==> src/rtl/axi_rd.sv <==
`default_nettype none
// ============================================================================
// Module      : axi_rd
// Description : Cache-side AXI3 read master. Performs a full-line INCR refill
//               or a single uncached FIXED beat. Holds the request until the
//               write path is idle. Beats are returned to the cache with zero
//               latency. Optional macro AXI_RD_ERR_EN adds a sticky ret_err
//               output.
// Revision    : 1.0 - initial release
// ============================================================================
module axi_rd #(
    parameter  int BYTES_PER_LINE = 16,
    localparam int WORDS          = BYTES_PER_LINE / 4,
    localparam int IDX_W          = $clog2(WORDS)
) (
    input  logic             clk,
    input  logic             reset,
    // cache request side
    input  logic             rd_req,
    output logic             rd_rdy,
    input  logic             burst,
    input  logic [31:0]      addr,
    input  logic [1:0]       size,
    input  logic             wr_busy,
    output logic             read_unfinish,
    output logic             ret_valid,
    output logic             ret_last,
    output logic [IDX_W-1:0] ret_idx,
    output logic [31:0]      ret_data,
`ifdef AXI_RD_ERR_EN
    output logic             ret_err,
`endif
    // AXI3 read address channel
    output logic [3:0]       arid,
    output logic [31:0]      araddr,
    output logic [7:0]       arlen,
    output logic [2:0]       arsize,
    output logic [1:0]       arburst,
    output logic [1:0]       arlock,
    output logic [3:0]       arcache,
    output logic [2:0]       arprot,
    output logic             arvalid,
    input  logic             arready,
    // AXI3 read data channel
    input  logic [3:0]       rid,
    input  logic [31:0]      rdata,
    input  logic [1:0]       rresp,
    input  logic             rlast,
    input  logic             rvalid,
    output logic             rready
);

    typedef enum logic [1:0] {
        S_IDLE = 2'd0,
        S_HOLD = 2'd1,
        S_AR   = 2'd2,
        S_R    = 2'd3
    } state_t;

    localparam logic [7:0]       c_line_len = 8'(WORDS - 1);
    localparam logic [IDX_W-1:0] c_idx_max  = IDX_W'(WORDS - 1);

    state_t           r_state;
    logic [IDX_W-1:0] r_idx;
    logic [31:0]      r_addr;
    logic             r_burst;
    logic [1:0]       r_size;

    logic w_accept;
    logic w_r_hs;
    logic w_unused_ok;

    assign w_accept = rd_req & (r_state == S_IDLE);
    assign w_r_hs   = rvalid & (r_state == S_R);

    always_ff @(posedge clk or posedge reset) begin
        if (reset) begin
            r_state <= S_IDLE;
            r_idx   <= '0;
        end else begin
            case (r_state)
                S_IDLE: if (rd_req) r_state <= S_HOLD;
                S_HOLD: if (!wr_busy) r_state <= S_AR;
                S_AR: begin
                    if (arready) begin
                        r_state <= S_R;
                        r_idx   <= '0;
                    end
                end
                S_R: begin
                    if (rvalid) begin
                        r_idx <= (r_idx == c_idx_max) ? '0 : r_idx + 1'b1;
                        // rlast alone closes the burst, even if short
                        if (rlast) r_state <= S_IDLE;
                    end
                end
                default: r_state <= S_IDLE;
            endcase
        end
    end

    // Request fields only change in IDLE, so AR fields stay stable while arvalid=1
    always_ff @(posedge clk) begin
        if (w_accept) begin
            r_addr  <= addr;
            r_burst <= burst;
            r_size  <= size;
        end
    end

`ifdef AXI_RD_ERR_EN
    always_ff @(posedge clk or posedge reset) begin
        if (reset) begin
            ret_err <= 1'b0;
        end else if (w_accept) begin
            ret_err <= 1'b0;
        end else if (w_r_hs && (rresp != 2'b00)) begin
            ret_err <= 1'b1;
        end
    end
    assign w_unused_ok = ^rid;
`else
    assign w_unused_ok = ^{rid, rresp};
`endif

    assign rd_rdy        = (r_state == S_IDLE);
    assign arvalid       = (r_state == S_AR);
    assign rready        = (r_state == S_R);
    assign read_unfinish = (r_state == S_AR) | (r_state == S_R);

    assign arid    = 4'd0;
    assign arlock  = 2'd0;
    assign arcache = 4'd0;
    assign arprot  = 3'd0;
    assign araddr  = r_addr;
    assign arlen   = r_burst ? c_line_len : 8'd0;
    assign arsize  = r_burst ? 3'd2 : {1'b0, r_size};
    assign arburst = r_burst ? 2'b01 : 2'b00;

    assign ret_valid = w_r_hs;
    assign ret_last  = rlast & w_r_hs;
    assign ret_data  = rdata;
    assign ret_idx   = r_idx;

endmodule
`default_nettype wire

==> config.mk <==
export PLATFORM = sky130hd
export DESIGN_NAME = axi_rd
export DESIGN_NICKNAME = d
export VERILOG_FILES = /design/src/rtl/axi_rd.sv
export SDC_FILE = /design/constraint.sdc
export NUM_CORES = 1
export LEC_CHECK = 0
export ABC_AREA = 1
export BUFFER_PORTS_ARGS = -buffer_cell sky130_fd_sc_hd__buf_2
export CAP_MARGIN = 40
export CELL_PAD_IN_SITES_DETAIL_PLACEMENT = 0
export CELL_PAD_IN_SITES_GLOBAL_PLACEMENT = 2
export CORE_ASPECT_RATIO = 0.5
export CORE_MARGIN = 4
export CORE_UTILIZATION = 17
export CTS_CLUSTER_DIAMETER = 60
export DETAILED_ROUTE_END_ITERATION = 8
export PLACE_DENSITY = 0.84
export SLEW_MARGIN = 15
export SYNTH_ARGS = -nofsm -noshare
export SYNTH_HDL_FRONTEND = slang
export SYNTH_SLANG_ARGS = --single-unit
==> constraint.sdc <==
create_clock -name clk -period 1.7 [get_ports clk]
set_input_delay 0.34 -clock clk [delete_from_list [all_inputs] [get_ports clk]]
set_output_delay 0.34 -clock clk [all_outputs]
set_load 0.05 [all_outputs]
==> flow_metrics.env <==
export IMPL_drv_cap=0
export IMPL_hold_violations=0
export IMPL_endpoint_kind="output pin"
export IMPL_die_h_um=81.6
export IMPL_ys_seq_elements=39
export IMPL_rows=26
export IMPL_cts_inserted_buffers=5
export IMPL_cts_tree="built"
export IMPL_antennaDiodeCount=0
export IMPL_grt_usage_pct=5.55
export IMPL_multi_input_area_um2=324
export IMPL_timing_hold_worst_class="in2reg"
export IMPL_final_cell_mix="buf_2 (84), edfxtp_1 (35), conb_1 (21), nand2_1 (18), inv_1 (10)"
export IMPL_min_delay_start="addr[18]"
export IMPL_p_leak_nw=1.10
export IMPL_grt_pass1_wl_um=5310
export IMPL_fmax_ghz=0.610
export IMPL_grt_max_degree=26
export IMPL_finalNetCount=294
export IMPL_ys_types=14
export IMPL_drtIter0Drc=20
export IMPL_power_mw=4.33
export IMPL_drtAntennaViolNets=0
export IMPL_power_density_mw_per_mm2=1820
export IMPL_area_delta_synth_final_pct=29.1
export IMPL_gp_congestion=0.685
export IMPL_tns_ns=0
export IMPL_overflow=0
export IMPL_fin_cells=348
export IMPL_root_buffer="clkbuf_16"
export IMPL_layout_drive_gt1_share_pct=51.9
export IMPL_nFillCells=1114
export IMPL_dieArea_mm2=0.0127
export IMPL_rsz0062_at_grt="false"
export IMPL_drt_wirelength_per_cell_um=11.2
export IMPL_clk_path_buf_depth=2
export IMPL_slew_violations=0
export IMPL_syn_area_mm2=0.00184
export IMPL_synth_avg_cell_area_um2=12.5
export IMPL_finalClockSkew_ns=0.00654
export IMPL_critPathRequiredTime_ns=1.36
export IMPL_cp_arrival_ns=1.30
export IMPL_clock_sink_count=39
export IMPL_wl_um=3900
export IMPL_portBuffers=86
export IMPL_register_area_mm2=0.00115
export IMPL_die_x_um=155
export IMPL_hpwl_um=3210
export IMPL_status="completed"
export IMPL_start_util_pct=17.8
export IMPL_remaining_drc_errors=0
export IMPL_path_max_fanout=5
export IMPL_peakVddDrop_v=0.000507
export IMPL_rrSetupSlack_ns=0.34
export IMPL_io_pin_count=178
export IMPL_setup_viol=0
export IMPL_finalCritPeriodShare_pct=96.5
export IMPL_core_area_mm2=0.0104
export IMPL_antenna_found_initial=0
export IMPL_netlist_instances=147
export IMPL_vias=1052
export IMPL_yosysWarnings=0
export IMPL_grt_pass1_vias=1046
export IMPL_min_period_ns=1.64
export IMPL_start_kind="flip-flop"
export IMPL_yosysSeqAreaShare_pct=62.5
export IMPL_final_common_cell="buf_2"
export IMPL_r2r_start="r_state[0]"
export IMPL_path_clk_slew_ns=0.06
export IMPL_via_per_inst=3.02
export IMPL_crit_type="reg2out"
export IMPL_dr_pass1_iters=3
export IMPL_worstSkewPairLatency_ns=0.28
export IMPL_startpoint="r_state[0]"
export IMPL_dp_cells=339
export IMPL_htreeDepth=2
export IMPL_postCtsSetupBuffers=0
registers in the layout (all words and copies together) (netlist names):
signal	flops
r_state	2
r_burst	1
r_size	2
ret_idx	2
araddr	32
report_power, final:
group          switching, mW  internal (mW)
logic                   1.34          0.413
registers             0.0943           1.30
clock network          0.344          0.841
critical path: stages, from the launching register on:
cell	delay [ns]
dfrtp_2	0.44
inv_2	0.12
ha_4	0.16
inv_1	0.05
nand2_2	0.10
buf_8	0.15
kinds of logic after synthesis:
logic type / synth area share, %
other: 0.203
buffers and inverters: 25.7
adder cells (fa/ha/maj): 4.75
flip-flops: 62.5
AND/OR/NAND/NOR: 6.92
synth_stat cells:
library cell	count	area (um^2)
buf_4	56	420
or2_2	2	12.5
nand4_1	1	6.26
inv_1	13	48.8
dfrtp_1	4	100
inv_2	1	3.75
nand2_1	19	71.3
nand3_1	3	15.0
conb_1	1	3.75
nor2_2	1	6.26
nor3_1	1	5.00
nor2_1	3	11.3
ha_1	7	87.6
edfxtp_1	35	1050
repair_timing:
item | in CTS | in global routing
endpoints found under the hold margin | 4 | 0
gates resized for setup | 5 | 3
setup endpoints to repair | 2 | 3
hold buffers | 1 | 0
final cells by class:
cell class	count	share of cell area, %
inverter	14	2.37
clock inverter	2	2.52
clock buffer	6	5.42
multi-input combinational	58	13.6
tap	140	7.36
sequential	39	48.5
timing repair buffer	89	20.2
through the flow:
stage	cell area (um^2)	util [%]	hold slack, ns	setup WS (ns)
floorplan	1940	-	0.106	0.0188
global route	2380	22.9	0.224	0.00274
detailed placement	2150	20.7	0.230	0.192
CTS	2360	22.8	0.226	0.00182
global placement	2150	20.7	0.228	0.210
finish	2380	22.9	0.233	0.0597
worst paths after layout:
path / to / depth (start not counted)
setup / recovery: read_unfinish / 5
hold / removal: araddr[18] / 1
setup reg to reg: r_size[0] / 5
hold reg to reg: ret_idx[1] / 2
max in group asynchronous: r_state[1] / 3
min in group asynchronous: ret_idx[0] / 3
routing by layer:
metal / vias to the layer above / wire [um] / GRT usage [%]
met5: - / 0 / 0
li1: 516 / - / -
met4: 0 / 78 / 3.49
met1: 505 / 1250 / 4.94
met3: 5 / 176 / 1.79
met2: 26 / 2400 / 11.1
Power figures use the tool's default switching activity.
